## src/rtl/uart_mem_loader.sv

```systemverilog
// UART image loader: receives an 8N1 byte stream (sync byte, word count, data)
// and writes the assembled little-endian 32-bit words into memory.
module uart_mem_loader #(
  parameter int          CLKS_PER_BIT = 868,
  parameter int          ADDR_WIDTH   = 8,
  parameter logic [7:0]  SYNC_BYTE    = 8'hA5
) (
  input  logic                  clk,
  input  logic                  reset,
  input  logic                  uart_rx,
  output logic                  mem_we,
  output logic [ADDR_WIDTH-1:0] mem_addr,
  output logic [31:0]           mem_wdata,
  output logic                  loading,
  output logic                  done,
  output logic                  frame_err
);

  localparam int CW = $clog2(CLKS_PER_BIT);
  localparam logic [CW-1:0] BIT_END  = CW'(CLKS_PER_BIT - 1);
  localparam logic [CW-1:0] HALF_END = CW'(CLKS_PER_BIT / 2 - 1);

  typedef enum logic [1:0] {RX_IDLE, RX_START, RX_DATA, RX_STOP} rx_state_t;
  typedef enum logic [1:0] {WAIT_SYNC, GET_COUNT, GET_DATA, WRITE} ld_state_t;

  logic            rx_s1, rx_s2;
  rx_state_t       rx_state, rx_next;
  logic [CW-1:0]   clk_cnt, clk_cnt_n;
  logic [2:0]      bit_cnt, bit_cnt_n;
  logic [7:0]      rx_byte, rx_byte_n;
  logic            byte_valid, byte_err, false_start;

  ld_state_t             ld_state, ld_next;
  logic [7:0]            word_cnt, word_cnt_n;
  logic [1:0]            byte_idx, byte_idx_n;
  logic [31:0]           word_q, word_n;
  logic [ADDR_WIDTH-1:0] addr_n;
  logic                  loading_n, done_n, frame_err_n;

  // Receiver state; the synchroniser idles high so reset never looks like a start bit
  always_ff @(posedge clk or negedge reset) begin
    if (!reset) begin
      rx_s1    <= 1'b1;
      rx_s2    <= 1'b1;
      rx_state <= RX_IDLE;
      clk_cnt  <= '0;
      bit_cnt  <= '0;
      rx_byte  <= '0;
    end else begin
      rx_s1    <= uart_rx;
      rx_s2    <= rx_s1;
      rx_state <= rx_next;
      clk_cnt  <= clk_cnt_n;
      bit_cnt  <= bit_cnt_n;
      rx_byte  <= rx_byte_n;
    end
  end

  always_comb begin
    rx_next     = rx_state;
    clk_cnt_n   = clk_cnt + CW'(1);
    bit_cnt_n   = bit_cnt;
    rx_byte_n   = rx_byte;
    byte_valid  = 1'b0;
    byte_err    = 1'b0;
    false_start = 1'b0;
    case (rx_state)
      RX_IDLE: begin
        clk_cnt_n = '0;
        if (!rx_s2) rx_next = RX_START;
      end
      RX_START: begin
        // Mid-bit check; every later sample lands one full bit after this point
        if (clk_cnt == HALF_END) begin
          clk_cnt_n = '0;
          bit_cnt_n = '0;
          if (rx_s2) begin
            false_start = 1'b1;
            rx_next     = RX_IDLE;
          end else begin
            rx_next = RX_DATA;
          end
        end
      end
      RX_DATA: begin
        if (clk_cnt == BIT_END) begin
          clk_cnt_n = '0;
          rx_byte_n = {rx_s2, rx_byte[7:1]};
          bit_cnt_n = bit_cnt + 3'd1;
          if (bit_cnt == 3'd7) rx_next = RX_STOP;
        end
      end
      RX_STOP: begin
        if (clk_cnt == BIT_END) begin
          clk_cnt_n  = '0;
          byte_valid = rx_s2;
          byte_err   = !rx_s2;
          rx_next    = RX_IDLE;
        end
      end
      default: rx_next = RX_IDLE;
    endcase
  end

  always_ff @(posedge clk or negedge reset) begin
    if (!reset) begin
      ld_state  <= WAIT_SYNC;
      word_cnt  <= '0;
      byte_idx  <= '0;
      word_q    <= '0;
      mem_addr  <= '0;
      loading   <= 1'b0;
      done      <= 1'b0;
      frame_err <= 1'b0;
    end else begin
      ld_state  <= ld_next;
      word_cnt  <= word_cnt_n;
      byte_idx  <= byte_idx_n;
      word_q    <= word_n;
      mem_addr  <= addr_n;
      loading   <= loading_n;
      done      <= done_n;
      frame_err <= frame_err_n;
    end
  end

  // Any line error inside a transaction abandons it; completed words stay written
  always_comb begin
    ld_next     = ld_state;
    word_cnt_n  = word_cnt;
    byte_idx_n  = byte_idx;
    word_n      = word_q;
    addr_n      = mem_addr;
    loading_n   = loading;
    done_n      = 1'b0;
    frame_err_n = 1'b0;
    case (ld_state)
      WAIT_SYNC: begin
        if (byte_valid && rx_byte == SYNC_BYTE) ld_next = GET_COUNT;
      end
      GET_COUNT: begin
        if (byte_err || false_start) begin
          frame_err_n = 1'b1;
          ld_next     = WAIT_SYNC;
        end else if (byte_valid) begin
          if (rx_byte == 8'd0) begin
            done_n  = 1'b1;
            ld_next = WAIT_SYNC;
          end else begin
            loading_n  = 1'b1;
            word_cnt_n = rx_byte;
            addr_n     = '0;
            byte_idx_n = '0;
            ld_next    = GET_DATA;
          end
        end
      end
      GET_DATA: begin
        if (byte_err || false_start) begin
          frame_err_n = 1'b1;
          loading_n   = 1'b0;
          ld_next     = WAIT_SYNC;
        end else if (byte_valid) begin
          word_n[{byte_idx, 3'b000} +: 8] = rx_byte;
          byte_idx_n = byte_idx + 2'd1;
          if (byte_idx == 2'd3) ld_next = WRITE;
        end
      end
      WRITE: begin
        addr_n     = mem_addr + ADDR_WIDTH'(1);
        word_cnt_n = word_cnt - 8'd1;
        byte_idx_n = '0;
        if (word_cnt == 8'd1) begin
          done_n    = 1'b1;
          loading_n = 1'b0;
          ld_next   = WAIT_SYNC;
        end else begin
          ld_next = GET_DATA;
        end
      end
      default: ld_next = WAIT_SYNC;
    endcase
  end

  assign mem_we    = (ld_state == WRITE);
  assign mem_wdata = word_q;

endmodule

```

## config.mk

```make
export PLATFORM = sky130hd
export DESIGN_NAME = uart_mem_loader
export DESIGN_NICKNAME = d
export VERILOG_FILES = /design/src/rtl/uart_mem_loader.sv
export SDC_FILE = /design/constraint.sdc
export NUM_CORES = 1
export LEC_CHECK = 0
export CELL_PAD_IN_SITES_DETAIL_PLACEMENT = 1
export CELL_PAD_IN_SITES_GLOBAL_PLACEMENT = 1
export CORE_MARGIN = 10
export CORE_UTILIZATION = 49
export DETAILED_ROUTE_END_ITERATION = 12
export DONT_BUFFER_PORTS = 1
export PLACE_DENSITY_LB_ADDON = 0.12
export SLEW_MARGIN = 15
export SYNTH_ARGS = -nofsm -noshare
export SYNTH_HDL_FRONTEND = slang
export SYNTH_SLANG_ARGS = --single-unit
```

## constraint.sdc

```tcl
create_clock -name clk -period 2.4 [get_ports clk]
set_input_delay 0.48 -clock clk [delete_from_list [all_inputs] [get_ports clk]]
set_output_delay 0.48 -clock clk [all_outputs]
set_load 0.02 [all_outputs]
```

==> results of run 1 <==
## sequential cells by signal, indices dropped and copies added (netlist names), named ones only
| register | cells |
|---|---|
| bit_cnt | 3 |
| done | 1 |
| rx_s1 | 1 |
| rx_byte | 8 |
| mem_addr | 8 |
| word_cnt | 8 |
| mem_wdata | 32 |
| ld_state | 2 |
| clk_cnt | 10 |
| rx_state | 1 |
| frame_err | 1 |
| byte_idx | 2 |
| rx_s2 | 1 |
| loading | 1 |
## layout make-up
| type | count | share of cell area |
|---|---|---|
| Inverter | 15 | 0.0122 |
| Clock buffer | 10 | 0.0277 |
| Timing Repair Buffer | 20 | 0.0369 |
| Sequential cell | 80 | 0.435 |
| Tap cell | 105 | 0.0285 |
| Multi-Input combinational cell | 322 | 0.440 |
| Clock inverter | 6 | 0.0201 |
## timing repair
action,CTS,global route
gates resized for setup,0,2
setup endpoints to repair,0,1
hold buffers,1,0
hold endpoints to repair,80,0
## worst paths after layout
path	slack (ns)	cells after the start	from	endpoint
max	0.18	6	clk_cnt[0]$_DFF_PN0_	word_cnt[4]$_DFFE_PN0P_
min	0.005	1	reset	mem_wdata[6]$_DFFE_PN0P_
max reg2reg	0.18	6	clk_cnt[0]$_DFF_PN0_	word_cnt[4]$_DFFE_PN0P_
min reg2reg	0.36	0	rx_s1$_DFF_PN1_	rx_s2$_DFF_PN1_
max in group asynchronous	2.04	1	reset	rx_s2$_DFF_PN1_
min in group clk	0.12	0	uart_rx	rx_s1$_DFF_PN1_
## kinds of logic after synthesis
family                   count (synthesis)
AO/OA/AOI/OAI                           97
XOR/XNOR                                 9
adder cells (fa/ha/maj)                 18
buffers and inverters                   37
flip-flops                              80
multiplexers                            13
AND/OR/NAND/NOR                        185
## per-stage QoR
stage	total power, uW	cells	util	hold WS (ns)
finish	2510	558	0.558	0.00512
global route	2590	558	0.558	0.00951
CTS	2530	558	0.558	0.0188
detailed placement	1380	541	0.528	0.187
global placement	1380	541	0.528	0.187
floorplan	1380	439	-	0.184
## worst reg2reg max path, cell delays in order (launching register included)
cell      delay, ns
dfrtp_1        0.42
ha_1           0.26
and4bb_1       0.23
and4_2         0.27
a21boi_2       0.58
nor3_1         0.11
a211o_1        0.25
## power by group through the flow
stage	clock [uW]	combinational [uW]	sequential [uW]
global placement	0	2.86	1380
finish	1120	32.8	1350
floorplan	0	2.61	1380
global route	1200	38.2	1350
detailed placement	0	2.92	1380
CTS	1150	35.2	1350
## cell usage in the layout, fill, tap and decap left out, drive strengths merged, types with 5 or more instances in the layout
master,count
xor2,6
ha,18
nand2,79
nor4,5
a21oi,10
nor2,26
mux2i,5
and3,9
dfrtp,78
o21ai,48
buf,20
inv,17
o31ai,5
o22ai,5
or3,5
nor3,16
clkbuf,10
nand4,6
nand3,15
mux2,8
## per-layer routing
layer  global-route usage  vias up
met5                    0        -
met3               0.0399       12
met4               0.0465        0
met1                0.226     1654
met2                0.292       46
li1                     -     1576
==> flow_summary_export.csv, run 1 <==
group,metric,value,unit
logic_synthesis,synth_top_cells_by_count,"79 x nand2_1, 78 x dfrtp_1, 39 x o21ai_0, 24 x nor2_1, 18 x ha_1",
clock_network,clk_latency,0.36,ns
power_and_ir_drop,ir_worst_vdd,0.295,mV
critical_path,cp-start-kind,"flop",
floorplan,die_area,0.0127,mm2
min_path,min_path_type,"in2async",
placed_design,io_buffers,0,
critical_path,worstPathCellList,"ha_1 > and4bb_1 > and4_2 > a21boi_2 > nor3_1 > a211o_1",
clock_network,clk_pin_slew_worst_paths,0.10,ns
placed_design,dp_hpwl,7.46,mm
logic_synthesis,synth.cell_area,0.00419,mm2
critical_path,cp.arrival,2.46,ns
drt,postRouteWirelength,10.9,mm
placed_design,dpl-instance-area,0.00436,mm2
power_and_ir_drop,p_comb_frac,0.013,
floorplan,die_x,112,um
placed_design,place_congestion,0.839,
critical_path,crit_type,"reg2reg",
outcome,outcome,"completed",
critical_path,worstPathRequired,2.64,ns
grt,antenna_found_initial,0,
sta,final.setup_skew,0.0202,ns
logic_synthesis,synth_mux_area_frac,0.0334,
critical_path,cp_top_family,"compound AO/OA/AOI/OAI gates",
logic_synthesis,synth_top_family_by_area,"simple AND/OR/NAND/NOR gates",
critical_path,slowest_delay,0.58,ns
logic_synthesis,syn-num-nets,460,
sta,setup_tns,0,ns
sta,tightest_slew,0.689,ns
logic_synthesis,synthAdderAreaFrac,0.0537,
power_and_ir_drop,switching_share,0.223,
critical_path,cp_slowest_cell,"a21boi_2",
floorplan,start_util,0.507,
drt,routedWlPerCell,19.6,um
floorplan,row_count,33,
logic_synthesis,ys_ff_latch,80,
layout,seqCellArea,0.00200,mm2
sta,hold_viol_final,0,
power_and_ir_drop,powerDensity,544,mW/mm2
layout,n_antenna_cell,0,
logic_synthesis,yosys.area_share.simple,0.230,
logic_synthesis,synth-compound-area-share,0.148,
logic_synthesis,synth_seq_area_share,0.478,
drt,drtAntennaViolNets,0,
drt,num_vias,3288,
drt,wl_met3,352,um
clock_network,clk_path_buf_depth,2,
clock_network,cts.sinks,80,
drt,wl_met2,5.45,mm
drt,drc,0,
power_and_ir_drop,intPower,1950,uW
clock_network,cts_setup_buffers,0,
power_and_ir_drop,seq_power_share,0.539,
drt,routed_via_density,5.89,
drt,drt-initial-drc-count,132,
layout,nFillCells,936,
logic_synthesis,synthDominantCellAreaShare,0.466,
sta,layout_setup_ws,0.177,ns
grt,grt_pass1_vias,3502,
logic_synthesis,synthTopCellsByArea,"dfrtp_1 47%, nand2_1 7.1%, ha_1 5.4%",
clock_network,cts_buffers,9,
logic_synthesis,synth_edf_count,0,
drt,dr.pass1.iters,4,
logic_synthesis,syn-mean-instance-area,9.55,um2
clock_network,htreeDepth,3,
sta,finalCriticalPeriod,2.22,ns
logic_synthesis,yosysMostFrequentCell,"nand2_1",
logic_synthesis,syn_inst,439,
logic_synthesis,synth_xor_area_frac,0.0188,
layout,num-nets-final,469,
power_and_ir_drop,power.leakage,0.00212,uW
critical_path,endpoint_kind,"flop",
power_and_ir_drop,p_switching,558,uW
sta,layout_worst_path_cycle_share,0.926,
floorplan,die_h,112,um
clock_network,cts_tree,"done",
sta,max_clock_freq,450,MHz
drt,m1WireLength,5.01,mm
sta,drv_slew,0,
clock_network,clockRootBuffer,"clkbuf_8",
layout,layout-drive-gt1-share,0.121,
sta,finalSetupViolations,0,
critical_path,cp_max_fo,15,
logic_synthesis,ys.warnings.count,0,
logic_synthesis,yosys.area.top_type,"dfrtp_1",
grt,grt_pass1_wl,18.6,mm
placed_design,pre_cts_ws,0.187,ns
layout,multiInputGateArea,0.00203,mm2
drt,top_layer,"met4",
grt,grt_overflow,0,
logic_synthesis,synth_ff_type,"dfrtp_1",
floorplan,io_pins,47,
logic_synthesis,synth_cell_types,67,
sta,rsz0062_at_grt,"false",
layout,syn_to_final_growth,10.0,%
layout,stdcell_area,0.00461,mm2
grt,grt_usage,0.176,
sta,slew_headroom,0.538,
grt,grt_max_degree,81,
floorplan,core_area,0.00826,mm2
power_and_ir_drop,pwr-share-clk,0.448,
job,cap_violations,0,
logic_synthesis,async_flop_share,1.00,
critical_path,cp_num_buf_inv,0,
Note: power is estimated with default switching activity, not from simulation.
==> inputs of run 2 (changes only) <==
--- a/config.mk
+++ b/config.mk
@@ -5,6 +5,7 @@
 export SDC_FILE = /design/constraint.sdc
 export NUM_CORES = 1
 export LEC_CHECK = 0
+export ABC_CLOCK_PERIOD_IN_PS = 2400
 export CELL_PAD_IN_SITES_DETAIL_PLACEMENT = 1
 export CELL_PAD_IN_SITES_GLOBAL_PLACEMENT = 1
 export CORE_MARGIN = 10
==> results of run 2 <==
Same layout as run 1: the final DEF is identical, and so are final timing and power.
